[src/rtl/uart_ctrl_pkg.sv]
// Shared definitions for the UART transmit scheduler: defaults, byte width,
// FSM state encoding and an index-width helper.
package uart_ctrl_pkg;

    localparam int unsigned NUM_REQ_DEF          = 4;
    localparam int unsigned BYTE_W               = 8;
    localparam int unsigned BUSY_WAIT_CYCLES_DEF = 20000;
    localparam int unsigned FRAME_MAX_CYCLES_DEF = 200000;

    typedef enum logic [1:0] {
        ST_IDLE      = 2'd0,
        ST_LAUNCH    = 2'd1,
        ST_WAIT_BUSY = 2'd2,
        ST_WAIT_DONE = 2'd3
    } tx_state_t;

    // Index width that stays legal for a single requester.
    function automatic int unsigned id_width(input int unsigned n);
        return (n > 1) ? $clog2(n) : 1;
    endfunction

endpackage

[src/rtl/rr_arbiter.sv]
// Combinational round-robin select: the first set request at or after 'start',
// wrapping modulo NUM_REQ.
module rr_arbiter #(
    parameter int unsigned NUM_REQ = 4,
    parameter int unsigned IDW     = 2
) (
    input  logic [NUM_REQ-1:0] req,
    input  logic [IDW-1:0]     start,
    output logic [NUM_REQ-1:0] grant,
    output logic [IDW-1:0]     idx,
    output logic               valid
);

    always_comb begin
        logic [IDW-1:0] cand;
        cand  = '0;
        grant = '0;
        idx   = '0;
        valid = 1'b0;
        for (int unsigned off = 0; off < NUM_REQ; off++) begin
            cand = IDW'((32'(start) + off) % NUM_REQ);
            if (!valid && req[cand]) begin
                valid       = 1'b1;
                grant[cand] = 1'b1;
                idx         = cand;
            end
        end
    end

endmodule

[src/rtl/uart_tx_scheduler.sv]
// Shares one UART transmitter among NUM_REQ byte requesters with round-robin
// arbitration, launch/busy handshaking and sticky timeout detection.
module uart_tx_scheduler
    import uart_ctrl_pkg::*;
#(
    parameter int unsigned NUM_REQ          = NUM_REQ_DEF,
    parameter int unsigned BUSY_WAIT_CYCLES = BUSY_WAIT_CYCLES_DEF,
    parameter int unsigned FRAME_MAX_CYCLES = FRAME_MAX_CYCLES_DEF
) (
    input  logic                            Clock_100MHz,
    input  logic                            Reset,
    input  logic [NUM_REQ-1:0]              Req,
    input  logic [BYTE_W*NUM_REQ-1:0]       Req_data,
    output logic [NUM_REQ-1:0]              Ack,
    output logic [NUM_REQ-1:0]              Done,
    output logic [BYTE_W-1:0]               TX_data,
    output logic                            TX_en,
    input  logic                            TX_busy,
    output logic [id_width(NUM_REQ)-1:0]    Active_id,
    output logic                            Timeout_err
);

    localparam int unsigned    IDW       = id_width(NUM_REQ);
    localparam int unsigned    CW        = $clog2(FRAME_MAX_CYCLES + 1);
    localparam logic [CW-1:0]  BUSY_LIM  = CW'(BUSY_WAIT_CYCLES - 1);
    localparam logic [CW-1:0]  FRAME_LIM = CW'(FRAME_MAX_CYCLES - 1);

    tx_state_t            state;
    logic [CW-1:0]        cnt;
    logic [IDW-1:0]       rr_ptr;
    logic [IDW-1:0]       next_ptr;
    logic [CW-1:0]        cnt_inc;
    logic [NUM_REQ-1:0]   win_grant;
    logic [IDW-1:0]       win_idx;
    logic                 win_valid;

    rr_arbiter #(
        .NUM_REQ (NUM_REQ),
        .IDW     (IDW)
    ) u_rr_arbiter (
        .req   (Req),
        .start (rr_ptr),
        .grant (win_grant),
        .idx   (win_idx),
        .valid (win_valid)
    );

    // rr_ptr holds the index where the next search starts (last served + 1).
    always_comb begin
        next_ptr = (Active_id == IDW'(NUM_REQ - 1)) ? '0 : Active_id + IDW'(1);
        cnt_inc  = (cnt == '1) ? cnt : cnt + CW'(1);
    end

    always_ff @(posedge Clock_100MHz) begin
        if (Reset) begin
            state       <= ST_IDLE;
            cnt         <= '0;
            rr_ptr      <= '0;
            Ack         <= '0;
            Done        <= '0;
            TX_data     <= '0;
            TX_en       <= 1'b0;
            Active_id   <= '0;
            Timeout_err <= 1'b0;
        end else begin
            Ack  <= '0;
            Done <= '0;
            case (state)
                ST_IDLE: begin
                    // The cycle carrying Done is skipped so a grant never follows it directly.
                    if (win_valid && Done == '0) begin
                        TX_data   <= Req_data[BYTE_W*win_idx +: BYTE_W];
                        Active_id <= win_idx;
                        Ack       <= win_grant;
                        state     <= ST_LAUNCH;
                    end
                end
                ST_LAUNCH: begin
                    TX_en <= 1'b1;
                    cnt   <= '0;
                    state <= ST_WAIT_BUSY;
                end
                ST_WAIT_BUSY: begin
                    if (TX_busy) begin
                        TX_en <= 1'b0;
                        cnt   <= '0;
                        state <= ST_WAIT_DONE;
                    end else if (cnt >= BUSY_LIM) begin
                        TX_en       <= 1'b0;
                        Timeout_err <= 1'b1;
                        rr_ptr      <= next_ptr;
                        state       <= ST_IDLE;
                    end else begin
                        cnt <= cnt_inc;
                    end
                end
                ST_WAIT_DONE: begin
                    if (!TX_busy) begin
                        Done[Active_id] <= 1'b1;
                        rr_ptr          <= next_ptr;
                        state           <= ST_IDLE;
                    end else if (cnt >= FRAME_LIM) begin
                        Timeout_err <= 1'b1;
                        rr_ptr      <= next_ptr;
                        state       <= ST_IDLE;
                    end else begin
                        cnt <= cnt_inc;
                    end
                end
                default: state <= ST_IDLE;
            endcase
        end
    end

endmodule

[config.mk]
export PLATFORM = sky130hd
export DESIGN_NAME = uart_tx_scheduler
export DESIGN_NICKNAME = d
export VERILOG_FILES = /design/src/rtl/uart_ctrl_pkg.sv /design/src/rtl/rr_arbiter.sv /design/src/rtl/uart_tx_scheduler.sv
export SDC_FILE = /design/constraint.sdc
export NUM_CORES = 1
export LEC_CHECK = 0
export BUFFER_PORTS_ARGS = -buffer_cell sky130_fd_sc_hd__buf_2
export CAP_MARGIN = 20
export CELL_PAD_IN_SITES_DETAIL_PLACEMENT = 0
export CELL_PAD_IN_SITES_GLOBAL_PLACEMENT = 1
export CORE_MARGIN = 1
export CORE_UTILIZATION = 42
export CTS_BUF_LIST = sky130_fd_sc_hd__clkbuf_4 sky130_fd_sc_hd__clkbuf_8
export CTS_CLUSTER_SIZE = 8
export DETAILED_ROUTE_END_ITERATION = 7
export PLACE_DENSITY = 0.9
export RECOVER_POWER = 25
export SYNTH_ARGS = -nofsm -noshare
export SYNTH_HDL_FRONTEND = slang
export SYNTH_HIERARCHICAL = 1
export SYNTH_SLANG_ARGS = --single-unit
[constraint.sdc]
create_clock -name Clock_100MHz -period 4.5 [get_ports Clock_100MHz]
set_clock_uncertainty 0.2 [all_clocks]
set_input_delay 0.9 -clock Clock_100MHz [delete_from_list [all_inputs] [get_ports Clock_100MHz]]
set_output_delay 0.9 -clock Clock_100MHz [all_outputs]
set_load 0.01 [all_outputs]
# After elaboration in Yosys (flattened, before gate mapping)
# Index checks and enable logic that the tools add are counted.
[op_classes] add_sub_neg=5 order_cmp=12 eq_ne=14 shift=1 n_mux=56 bitwise_logic=6 n_reduce_logical=25
[ops] cell="two-way mux 18 bit" count=5
[ops] cell="case mux 18 bit (3 select lines)" count=1
[ops] cell="variable part select 32 x 6 -> 8 bit" count=1
[ops] cell="two-way mux 2 bit" count=14
[ops] cell="two-way mux 1 bit" count=19
[ops] cell="adder 18 x 1 -> 18 bit (second input constant)" count=1
[ops] cell="== test 18 bit (second input constant)" count=1
[ops] cell="greater-or-equal comparator 18 x 15 -> 1 bit (second input constant)" count=1
[ops] cell="greater-or-equal comparator 18 bit (second input constant)" count=1
[ops] cell="two-way mux 4 bit" count=4
[ops] cell="less-than comparator 2 x 3 -> 1 bit (second input constant)" count=5
[ops] cell="inequality test 2 bit (second input constant)" count=6
[ops] cell="OR 4 bit" count=3
[ops] cell="demux 1 bit (select 2 bit)" count=5
[ops] cell="greater-or-equal comparator 2 x 1 -> 1 bit (second input constant)" count=5
[ops] cell="logical AND 1 bit" count=9
[ops] cell="inequality test 3 bit (second input constant)" count=3
[ops] cell="binary-select mux 1 bit (select 2 bit)" count=4
[ops] cell="case mux 2 bit (4 select lines)" count=1
[ops] cell="AND reduction 4 bit" count=2
[ops] cell="== test 2 bit (second input constant)" count=3
[ops] cell="OR reduction 3 bit" count=2
[ops] cell="AND reduction 5 bit" count=1
[ops] cell="adder 2 x 1 -> 2 bit (second input constant)" count=2
[ops] cell="12 further kinds" count=20
[totals] register_bits=42

# Logic depth before layout (Yosys ltp)
# Gate-level depths: netlist of the first run.
[depth] depth_word=15 ltp_mapped=12

# Cells and area by module
# The synthesis of the first run kept the hierarchy.
[by_module_without_submodules] module="uart_tx_scheduler" n_inst=1 cells_each=256 area_each_um2=2178.3 seq_area_each_um2=840.8
[by_module_without_submodules] module="rr_arbiter" n_inst=1 cells_each=45 area_each_um2=419.2 seq_area_each_um2=0.0

# Worst setup path after synthesis of the first run
# OpenSTA, ideal clock, no wires.
[synth_path] kind="input -> register" from="input Req[2]" to="register TX_data[0]" setup_time_ns=0.132 t_arrival_ns=3.032 required_ns=4.168 path_slack_ns=1.135 stages=9 path_buffers=2 cell_sequence="mux4_2 > buf_6 > and2b_2 > o21ai_0 > o31ai_1 > clkbuf_1 > mux4_2 > nand2_1 > a21oi_1"
[synth_rtl] item="from (decl)" line="uart_tx_scheduler.sv:12" text="input logic [NUM_REQ-1:0] Req,"
[synth_rtl] item="binary-select mux 1 bit (select 2 bit)" line="rr_arbiter.sv:22" text="if (!valid && req[cand]) begin"
[synth_rtl] item="two-way mux 1 bit (implied by the code)" line="rr_arbiter.sv:22"
[synth_rtl] item="two-way mux 1 bit" line="rr_arbiter.sv:22"
[synth_rtl] item="logical NOT 1 bit" line="rr_arbiter.sv:22"
[synth_rtl] item="logical AND 1 bit" line="rr_arbiter.sv:22"
[synth_rtl] item="two-way mux 1 bit" line="rr_arbiter.sv:22"
[synth_rtl] item="logical NOT 1 bit" line="rr_arbiter.sv:22"
[synth_rtl] item="logical AND 1 bit" line="rr_arbiter.sv:22"
[synth_rtl] item="two-way mux 1 bit" line="rr_arbiter.sv:22"
[synth_rtl] item="logical NOT 1 bit" line="rr_arbiter.sv:22"
[synth_rtl] item="logical AND 1 bit" line="rr_arbiter.sv:22"
[synth_rtl] item="two-way mux 2 bit (*)" line="rr_arbiter.sv:22"
[synth_rtl] item="named net win_idx[0]" line="uart_tx_scheduler.sv:34" text="logic [IDW-1:0] win_idx;"
[synth_rtl] item="variable part select 32 x 6 -> 8 bit (*)" line="uart_tx_scheduler.sv:72" text="TX_data <= Req_data[BYTE_W*win_idx +: BYTE_W];"
[synth_rtl] item="to (signal assigned)" line="uart_tx_scheduler.sv:72"
[synth_rtl] item="to (decl)" line="uart_tx_scheduler.sv:16" text="output logic [BYTE_W-1:0] TX_data,"
# The timed path passes the listed nets; every way through them passes the cells marked *. The select of a mux whose other input is x is not followed.
# A chain may end at the register's enable or synchronous reset.

# Worst setup path after layout of the first run
[layout_path] from="register rr_ptr[0]" to="register TX_data[2]"
[layout_rtl] item="from (decl)" line="uart_tx_scheduler.sv:30" text="logic [IDW-1:0] rr_ptr;"
[layout_rtl] item="from (signal assigned)" line="uart_tx_scheduler.sv:91" text="rr_ptr <= next_ptr;"
[layout_rtl] item="from (signal assigned)" line="uart_tx_scheduler.sv:100" text="rr_ptr <= next_ptr;"
[layout_rtl] item="from (signal assigned)" line="uart_tx_scheduler.sv:104" text="rr_ptr <= next_ptr;"
[layout_rtl] item="branches (longest 11 deep; another with adder 2 x 1 -> 2 bit)"
[layout_rtl] item="two-way mux 2 bit (*)" line="rr_arbiter.sv:22"
[layout_rtl] item="named net win_idx[0]" line="uart_tx_scheduler.sv:34"
[layout_rtl] item="variable part select 32 x 6 -> 8 bit (*)" line="uart_tx_scheduler.sv:72"
# Mark *: on every way through the listed nets, which the timed path passes. The select of a mux whose other input is x is not followed.

==> reports/metrics.yaml, run 1 <==
sta:
  slew-limit-headroom_pct: 25.4
  timing.fmax_mhz: 290
  setup_violations: 0
  finalHoldViolCount: 0
  rsz0062_at_grt: "false"
  fin_setup_tns_ps: 0
  tightest_slew_ps: 1120
  slew_violations: 0
  period_minus_slack_ps: 3450
  post-route-period-util_pct: 76.6
  fin_ws_ps: 1050
grt:
  antenna_found_initial: 0
  grt_max_degree: 29
  grt_usage_pct: 19.5
  grt_pass1_vias: 2191
  grt_pass1_wl_um: 9880
  grt_overflow: 0
clocking:
  clock_path_buffers: 2
  cts_sinks: 42
  cts_buffers: 5
  post_cts_resized: 0
  root_buffer: "clkbuf_8"
  insertion_delay_ps: 300
  cts_hold_buf: 0
  cts_max_level: 2
  clk_pin_slew_ps: 90
  tritoncts: "built"
  postCtsSetupBuffers: 0
routing:
  ant_nets: 0
  dr.first_iter.drc_count: 138
  wl_per_cell_um: 14.1
  detail_route.drc_violations: 0
  vias_per_cell: 5.82
  vias: 2490
  drt-total-wl_um: 6030
  drt-pass1-iter-count: 6
place:
  dp_slack_ps: 1070
  gp_congestion: 0.821
  dp_hpwl_um: 4460
  io_buffers: 58
synth:
  synthTopCellsByArea: "dfxtp_1, mux4_2, a21oi_1, nand2_1, ha_1"
  synth_nets: 350
  synthArstFlopShare_pct: 0
  synth_edf_count: 0
  synth.top_cell.area_share_pct: 32.4
  synth_area_leader_cell: "dfxtp_1"
  synth_warnings: 6
  netlist_instances: 301
  seq_area_frac_synth_pct: 32.4
  yosysUniqueCellTypes: 49
  ys_seq_elements: 42
  synth.cell_area_sq_um: 2600
  synthFlopType: "dfxtp_1"
  synth.avg_cell_area_sq_um: 8.63
power:
  ir_drop_uv: 131
  p_leak_uw: 0.00109
  power_density_nw_per_um2: 283
flow_run:
  maxCapViolations: 0
cells_and_area:
  fin_nets: 401
  fillers: 603
  final_common_cell: "buf_2"
  area_delta_synth_final_pct: 15.7
  drive_above_1_share_pct: 22.4
  mostFrequentLayoutCells: "buf_2, dfxtp_1, nand2_1"
  diodes: 0
status:
  outcome: "finished, final reports clean"
worst_hold_path:
  min_from: "TX_data[2]$_SDFFE_PP0P_"
  whs_path_depth: 2
  hold_class: "flip-flop to flip-flop"
die:
  initial_core_util_pct: 43.6
  fp-row-count: 28
  die_w_um: 80.6
  die_h_um: 80.6
  dieArea_sq_um: 6500
  core-area_sq_um: 5960
  io-pin-count: 59
worst_setup_path:
  path_common_cell: "mux4_2"
  reg2regPathDepth: 10
  path_cells: "inv_1 > ha_1 > mux4_2 > and2b_2 > o21ai_0 > o31ai_2 > buf_4 > mux4_2 > nand2_1 > a21oi_1"
  cp_slowest_cell: "dfxtp_1"
  crit_path_start_kind: "flip-flop"
  slowest_delay_ps: 660
  cp-startpoint: "rr_ptr[0]$_SDFFE_PP0P_"
  cp-end-kind: "flip-flop"
  path_class: "flip-flop to flip-flop"
  r2r-start: "rr_ptr[0]$_SDFFE_PP0P_"
  required_ps: 4440
  regToRegSetupSlack_ps: 1050
  cp_max_fo: 13
  critical_path_arrival_ps: 3390
-- worst max-delay path: cells and delay by family, from the launching register on --
family                   cells  cell delay (ps)
multiplexers                 2              960
flip-flops                   1              660
buffers and inverters        2              400
AND/OR/NAND/NOR              2              390
adder cells (fa/ha/maj)      1              380
AO/OA/AOI/OAI                3              280
-- worst paths after layout --
kind	endpoint
worst min register to register	TX_data[2]$_SDFFE_PP0P_
worst min-delay path	TX_data[2]$_SDFFE_PP0P_
worst max-delay path	TX_data[2]$_SDFFE_PP0P_
worst max register to register	TX_data[2]$_SDFFE_PP0P_
-- registers in the layout (all words and copies together), names as in the netlist --
register	count
Ack	4
Active_id	2
Done	4
TX_data	8
TX_en	1
Timeout_err	1
cnt	18
rr_ptr	2
state	2
-- per-stage QoR --
| stage | instance area (sq um) | utilization (%) | cells | power, uW | hold slack, ps |
|---|---|---|---|---|---|
| finish | 3000 | 50.4 | 428 | 849 | 257 |
| global placement | 2930 | 49.1 | 420 | 600 | 242 |
| CTS | 3020 | 50.7 | 428 | 859 | 260 |
| detailed placement | 2930 | 49.1 | 420 | 604 | 246 |
| global route | 3000 | 50.4 | 428 | 894 | 285 |
| floorplan | 2600 | - | 301 | 549 | 249 |
-- power breakdown --
group / switching (uW) / total [uW] / internal, uW
logic: 103 / 187 / 83.9
registers: 17.2 / 406 / 389
clock network: 145 / 256 / 111
-- kinds of logic after synthesis --
family	share of synthesized area [%]
adders and majority gates	4.82
and+or+nand+nor	24.6
AOI/OAI and AO/OA	20.3
muxes	13.1
buffers and inverters	4.82
DFF	32.4
-- synth_stat cells, types with 5 or more instances --
cell,instances
clkbuf_1,11
ha_1,10
a21oi_1,29
nand4_1,5
o21ai_0,13
o31ai_1,6
dfxtp_1,42
nand3_1,6
and2_1,9
inv_1,11
nor3_1,7
mux4_2,10
nor2_1,24
a22oi_1,8
nand2_1,37
or4_1,8
-- final cells by class --
class | count | area (sq um) | share of cell area [%]
Multi-Input combinational cell | 231 | 1640 | 54.5
Sequential cell | 42 | 841 | 28.0
Timing Repair Buffer | 61 | 299 | 9.95
Tap cell | 75 | 93.8 | 3.12
Clock buffer | 5 | 68.8 | 2.29
Inverter | 11 | 41.3 | 1.37
Clock inverter | 3 | 23.8 | 0.791
-- routing by layer --
layer / GRT usage, % / vias to the layer above / part of all wire [%]
li1: - / 1231 / -
met1: 24.9 / 1165 / 46
met2: 32.7 / 85 / 47
met3: 4.32 / 9 / 5.4
met4: 5.54 / 0 / 1.1
met5: 0 / - / 0
(Power assumes the default switching activity.)
==> run 2: changes to the inputs <==
--- a/config.mk
+++ b/config.mk
@@ -5,12 +5,13 @@
 export SDC_FILE = /design/constraint.sdc
 export NUM_CORES = 1
 export LEC_CHECK = 0
+export ABC_AREA = 1
 export BUFFER_PORTS_ARGS = -buffer_cell sky130_fd_sc_hd__buf_2
 export CAP_MARGIN = 20
 export CELL_PAD_IN_SITES_DETAIL_PLACEMENT = 0
 export CELL_PAD_IN_SITES_GLOBAL_PLACEMENT = 1
 export CORE_MARGIN = 1
-export CORE_UTILIZATION = 42
+export CORE_UTILIZATION = 40
 export CTS_BUF_LIST = sky130_fd_sc_hd__clkbuf_4 sky130_fd_sc_hd__clkbuf_8
 export CTS_CLUSTER_SIZE = 8
 export DETAILED_ROUTE_END_ITERATION = 7
==> constraint.sdc (replaced) <==
create_clock -name Clock_100MHz -period 3.4 [get_ports Clock_100MHz]
set_clock_uncertainty 0.2 [all_clocks]
set_input_delay 0.68 -clock Clock_100MHz [delete_from_list [all_inputs] [get_ports Clock_100MHz]]
set_output_delay 0.68 -clock Clock_100MHz [all_outputs]
set_load 0.01 [all_outputs]
==> run 2 against run 1 <==
Via count up 37%. Clock power increased by 61%. Worst hold slack better by 9.3 ps. Non-clock buffer count stayed put. Routed wire length up 36%. Register-to-register slack got worse by 580 ps. Critical path type unchanged. Combinational power up 150%. First-iteration DRC count rose by 41%. Largest power group unchanged. Design area grew 21%. Sequential cell count unchanged. Sequential power up 45%.
==> reports/metrics.yaml, run 2 <==
synth:
  synth_area_leader_cell: "dfxtp_1"
  yosysUniqueCellTypes: 32
  synth.avg_cell_area_sq_um: 6.21
  netlist_instances: 518
  synthArstFlopShare_pct: 0
  ys_seq_elements: 42
  synth_warnings: 6
  synth.cell_area_sq_um: 3210
  synth.top_cell.area_share_pct: 26.2
  synthTopCellsByArea: "dfxtp_1, nand2_1, nor2_1, nand3_1, o21ai_0"
  synthFlopType: "dfxtp_1"
  synth.most_common_cell: "nand2_1"
  synth_nets: 567
  yosys-top-cells-count: "nand2_1, nor2_1, inv_1"
  synth_edf_count: 0
  seq_area_frac_synth_pct: 26.2
place:
  place_inst: 662
  dp_hpwl_um: 6240
  gp_congestion: 0.915
  dpl_cell_area_sq_um: 3550
  io_buffers: 58
  dp_slack_ps: 521
power:
  swShare_pct: 37.1
  p_switching_uw: 542
  p_seq_share_pct: 40.2
  p_leak_uw: 0.00164
  p_comb_share_pct: 31.7
  p_int_uw: 920
  power_density_nw_per_um2: 402
  clockPowerShare_pct: 28.1
  ir_drop_uv: 271
sta:
  setup_violations: 0
  post-route-period-util_pct: 86.0
  timing.fmax_mhz: 342
  period_minus_slack_ps: 2920
  finalHoldViolCount: 0
  fin_ws_ps: 476
  rsz0062_at_grt: "false"
  slew_violations: 0
  fin_setup_tns_ps: 0
  slew-limit-headroom_pct: 63.1
  tightest_slew_ps: 554
cells_and_area:
  fin_cells: 670
  diodes: 0
  area_delta_synth_final_pct: 13.3
  drive_above_1_share_pct: 17.6
  final_cell_area_sq_um: 3640
  fillers: 844
  mostFrequentLayoutCells: "nand2_1, nor2_1, inv_1"
  final_common_cell: "nand2_1"
  largest_reg_flops: 18
  top_register: "cnt"
  reg_top3: "cnt: 18 flops, TX_data: 8 flops"
  fin_util_pct: 46.9
  fin_nets: 616
worst_setup_path:
  required_ps: 3360
  crit_path_start_kind: "flip-flop"
  cp-end-kind: "flip-flop"
  critical_path_arrival_ps: 2890
  cp_max_fo: 17
  path_class: "flip-flop to flip-flop"
die:
  fp-row-count: 32
  initial_core_util_pct: 41.4
  dieArea_sq_um: 8400
  core-area_sq_um: 7770
  die_h_um: 91.6
  io-pin-count: 59
  die_w_um: 91.6
grt:
  antenna_found_initial: 0
  grt_usage_pct: 20.5
  grt_max_degree: 22
  grt_pass1_wl_um: 14200
  grt_overflow: 0
  grt_pass1_vias: 3173
routing:
  drt-pass1-iter-count: 5
  vias: 3420
  ant_nets: 0
  dr.first_iter.drc_count: 194
  drt-total-wl_um: 8190
  vias_per_cell: 5.10
  wl_per_cell_um: 12.2
  detail_route.drc_violations: 0
clocking:
  cts_sinks: 42
  post_cts_resized: 0
  root_buffer: "clkbuf_8"
  insertion_delay_ps: 300
  postCtsSetupBuffers: 0
  cts_max_level: 2
  clock_path_buffers: 2
  clk_pin_slew_ps: 90
  cts_buffers: 5
  tritoncts: "built"
  cts_hold_buf: 0
flow_run:
  maxCapViolations: 0
status:
  outcome: "finished, final reports clean"
worst_hold_path:
  hold_class: "flip-flop to flip-flop"
## run 2: changes by cell type in the layout (fill, tap and decap cells not counted), sizes merged, moves of 5 or more
| cell | delta |
|---|---|
| a22oi | -8 |
| nor3 | -5 |
| nand2 | +110 |
| mux4 | -12 |
| nand4 | +9 |
| o31ai | -6 |
| o21ai | +22 |
| and2 | -9 |
| inv | +37 |
| nor2 | +67 |
| clkbuf | +5 |
| or4 | -8 |
| nand3 | +41 |
## run 2: path summary, 6_finish.rpt
kind	from	endpoint	slack (ps)	cells after the start
worst max-delay path	rr_ptr[0]$_SDFFE_PP0P_	TX_data[1]$_SDFFE_PP0P_	480	12
worst min-delay path	TX_en$_SDFFE_PP0P_	TX_en$_SDFFE_PP0P_	270	2
worst max register to register	rr_ptr[0]$_SDFFE_PP0P_	TX_data[1]$_SDFFE_PP0P_	480	12
worst min register to register	TX_en$_SDFFE_PP0P_	TX_en$_SDFFE_PP0P_	270	2
## run 2: stage by stage
| step | hold WS (ps) | total power (uW) |
|---|---|---|
| after floorplan | 283 | 938 |
| after detailed placement | 254 | 1070 |
| after CTS | 266 | 1480 |
| after global placement | 250 | 1060 |
| final | 266 | 1460 |
| after global routing | 315 | 1560 |
## run 2: layout make-up
type | count | area [sq um] | share of cell area [%]
tap | 102 | 128 | 3.51
clock buffer | 6 | 76.3 | 2.10
inverter | 50 | 191 | 5.26
multi-input combinational | 407 | 2070 | 56.9
timing repair buffer | 61 | 294 | 8.08
clock inverter | 2 | 37.5 | 1.03
sequential | 42 | 841 | 23.1
## run 2: critical path, cell delays in order (launching register included)
cell and delay, ps:
dfxtp_1 510, inv_2 180, ha_1 390, inv_1 100, nand2_1 90, nand2_2 60
nor2_4 230, nand4_1 130, and3_1 220, nand2_1 130, inv_1 230, o21ai_0 240
a31oi_1 60
## run 2: kinds of logic after synthesis
family	share of synthesized area, %
AND/OR/NAND/NOR	43.2
AO/OA/AOI/OAI	16.1
buffers and inverters	9.34
flip-flops	26.2
adder cells (fa/ha/maj)	3.89
XOR/XNOR	1.36
## run 2: metal layers
layer	vias up	GRT usage, %	wire, um	part of all wire (%)
met2	78	34.4	3740	46
met3	5	3.40	383	4.7
met1	1556	27.7	4030	49
met5	-	0	0	0
met4	0	3.97	38	0.46
li1	1781	-	-	-
## run 2: power by group through the flow
stage | combinational [uW] | clock (uW) | sequential [uW]
floorplan | 336 | 0 | 602
detailed placement | 472 | 0 | 597
global route | 524 | 442 | 596
CTS | 473 | 422 | 587
global placement | 468 | 0 | 597
finish | 463 | 412 | 587
==> run 3: changes to the inputs <==
--- a/config.mk
+++ b/config.mk
@@ -15,9 +15,8 @@
 export CTS_BUF_LIST = sky130_fd_sc_hd__clkbuf_4 sky130_fd_sc_hd__clkbuf_8
 export CTS_CLUSTER_SIZE = 8
 export DETAILED_ROUTE_END_ITERATION = 7
-export PLACE_DENSITY = 0.9
+export PLACE_DENSITY = 0.89
 export RECOVER_POWER = 25
 export SYNTH_ARGS = -nofsm -noshare
 export SYNTH_HDL_FRONTEND = slang
-export SYNTH_HIERARCHICAL = 1
 export SYNTH_SLANG_ARGS = --single-unit
==> run 3 against run 2 <==
Cell count down 0.90%. Worst hold slack worse by 3.2 ps. Routed wire length up 6.0%. Utilization up 0.61 points. Non-clock buffer count up 1. Critical path depth down 1. Via count up 0.76%. Synthesized area up 1.6%. Setup slack better by 99 ps. First-iteration DRC count down 20%. Critical path type unchanged. Highest routed layer unchanged.
==> reports/metrics.yaml, run 3 <==
status:
  outcome: "finished, final reports clean"
power:
  ir_drop_uv: 430
  p_leak_uw: 0.00189
  power_density_nw_per_um2: 785
place:
  dp_hpwl_um: 6590
  io_buffers: 58
  dp_slack_ps: 612
  place_inst: 657
  gp_congestion: 0.938
synth:
  synthFlopType: "dfxtp_1"
  yosysUniqueCellTypes: 37
  synth_warnings: 0
  synth_edf_count: 0
  synth.most_common_cell: "nand2_1"
  synth_nets: 563
  synth.top_cell.area_share_pct: 25.8
  seq_area_frac_synth_pct: 25.8
  synth_area_leader_cell: "dfxtp_1"
  synthTopCellsByArea: "dfxtp_1, nand2_1, inv_1, nand3_1, ha_1"
  yosys-top-cells-count: "nand2_1, inv_1, nand3_1"
  synth.avg_cell_area_sq_um: 6.39
  ys_seq_elements: 42
  synth.cell_area_sq_um: 3260
  synthArstFlopShare_pct: 0
  netlist_instances: 511
sta:
  worst_hold_slack_ps: 263
  fin_ws_ps: 575
  rsz0062_at_grt: "false"
  finalHoldViolCount: 0
  fin_setup_tns_ps: 0
  period_minus_slack_ps: 2820
  slew-limit-headroom_pct: 59.5
  slew_violations: 0
  tightest_slew_ps: 602
  setup_violations: 0
  post-route-period-util_pct: 83.1
  timing.fmax_mhz: 354
die:
  die_w_um: 92.3
  die_h_um: 92.3
  core-area_sq_um: 7810
  fp-row-count: 32
  io-pin-count: 59
  dieArea_sq_um: 8530
  initial_core_util_pct: 41.8
cells_and_area:
  top_register: "cnt"
  diodes: 0
  reg_top3: "cnt: 18 flops, TX_data: 8 flops"
  mostFrequentLayoutCells: "nand2_1, inv_1, nand3_1"
  final_common_cell: "nand2_1"
  area_delta_synth_final_pct: 13.6
  fin_util_pct: 47.5
  drive_above_1_share_pct: 14.8
  fillers: 841
  largest_reg_flops: 18
  fin_nets: 614
  fin_cells: 664
  regArea_sq_um: 841
  multi_input_area_sq_um: 2010
worst_setup_path:
  worstPathBufferInverterCount: 4
  critical_path_arrival_ps: 2820
  slowest_delay_ps: 570
  cp_slowest_cell: "dfxtp_1"
  crit_family: "simple AND/OR/NAND/NOR gates"
  cp-end-kind: "flip-flop"
  critPathCapture: "TX_data[5]$_SDFFE_PP0N_"
  cp.depth: 11
  crit_path_start_kind: "flip-flop"
  path_class: "flip-flop to flip-flop"
  cp-startpoint: "rr_ptr[0]$_SDFFE_PP0P_"
  r2r-start: "rr_ptr[0]$_SDFFE_PP0P_"
  path_cells: "inv_2 > ha_1 > inv_1 > nand3_1 > nand2_2 > nand4_4 > nand3_1 > inv_2 > o21a_1 > nand2_1 > inv_1"
  required_ps: 3400
  r2r-end: "TX_data[5]$_SDFFE_PP0N_"
  reg2regPathDepth: 11
  cp_max_fo: 21
  regToRegSetupSlack_ps: 580
worst_hold_path:
  hold_class: "flip-flop to flip-flop"
grt:
  grt_pass1_wl_um: 14900
  grt_usage_pct: 21.4
  grt_overflow: 0
  antenna_found_initial: 0
  grt_max_degree: 22
  grt_pass1_vias: 3241
clocking:
  tritoncts: "built"
  post_cts_resized: 0
  cts_hold_buf: 0
  insertion_delay_ps: 300
  cts_sinks: 42
  clk_pin_slew_ps: 80
  root_buffer: "clkbuf_8"
  clock_path_buffers: 2
  postCtsSetupBuffers: 0
  cts_buffers: 5
  cts_max_level: 2
routing:
  dr.first_iter.drc_count: 155
  ant_nets: 0
  drt-total-wl_um: 8690
  wl_per_cell_um: 13.1
  vias_per_cell: 5.19
  detail_route.drc_violations: 0
  drt-pass1-iter-count: 4
  vias: 3446
flow_run:
  maxCapViolations: 0
## run 3: cell count changes after synthesis, sizes merged, moves of 9 or more
cell	change
inv	+34
nand3	+11
nand4	+9
nor2	-54
o21ai	-22
## run 3: worst min-delay path, stage by stage (launching register included)
cell and delay [ps]:
dfxtp_1 310, nand2_1 60, a21oi_1 50
## run 3: cells by family after synthesis
group	after synthesis	synth area share, %
AO/OA/AOI/OAI	74	14.5
XOR/XNOR	11	2.95
adder cells (fa/ha/maj)	13	4.98
buffers and inverters	102	12.8
flip-flops	42	25.8
AND/OR/NAND/NOR	269	39.1
## run 3: power by group
part	switching, uW	internal (uW)
clock network	177	235
registers	117	605
logic	1210	563
## run 3: worst min-delay path by stage
stage / start / end / slack (ps) / depth (start not counted)
6_report: TX_en$_SDFFE_PP0P_ / TX_en$_SDFFE_PP0P_ / 260 / 2
5_1_grt: TX_en$_SDFFE_PP0P_ / TX_en$_SDFFE_PP0P_ / 310 / 2
4_1_cts: TX_en$_SDFFE_PP0P_ / TX_en$_SDFFE_PP0P_ / 270 / 2
3_5_place_dp: TX_en$_SDFFE_PP0P_ / TX_en$_SDFFE_PP0P_ / 250 / 2
3_3_place_gp: TX_en$_SDFFE_PP0P_ / TX_en$_SDFFE_PP0P_ / 250 / 2
2_1_floorplan: cnt[5]$_SDFFE_PP0P_ / cnt[5]$_SDFFE_PP0P_ / 270 / 2
## run 3: cell type report
class                   count  area share (%)
multi-input cells         367            54.1
flip-flops and latches     42            22.7
inverters                  84            8.57
repair buffers             62            8.13
well taps                 102            3.44
clock buffers               6            2.23
clock inverters             1           0.810
## run 3: per-stage QoR
step | cell area (sq um) | power [uW]
after floorplan | 3260 | 2130
after detailed placement | 3610 | 2510
after global placement | 3610 | 2450
after global routing | 3710 | 3200
final | 3710 | 2910
after CTS | 3730 | 2930
## run 3: routing by layer
metal | track usage [%] | wire (um) | up-vias
li1 | - | - | 1761
met5 | 0 | 0 | -
met2 | 34.8 | 3920 | 135
met3 | 3.61 | 591 | 14
met4 | 7.42 | 175 | 0
met1 | 28.5 | 4000 | 1536
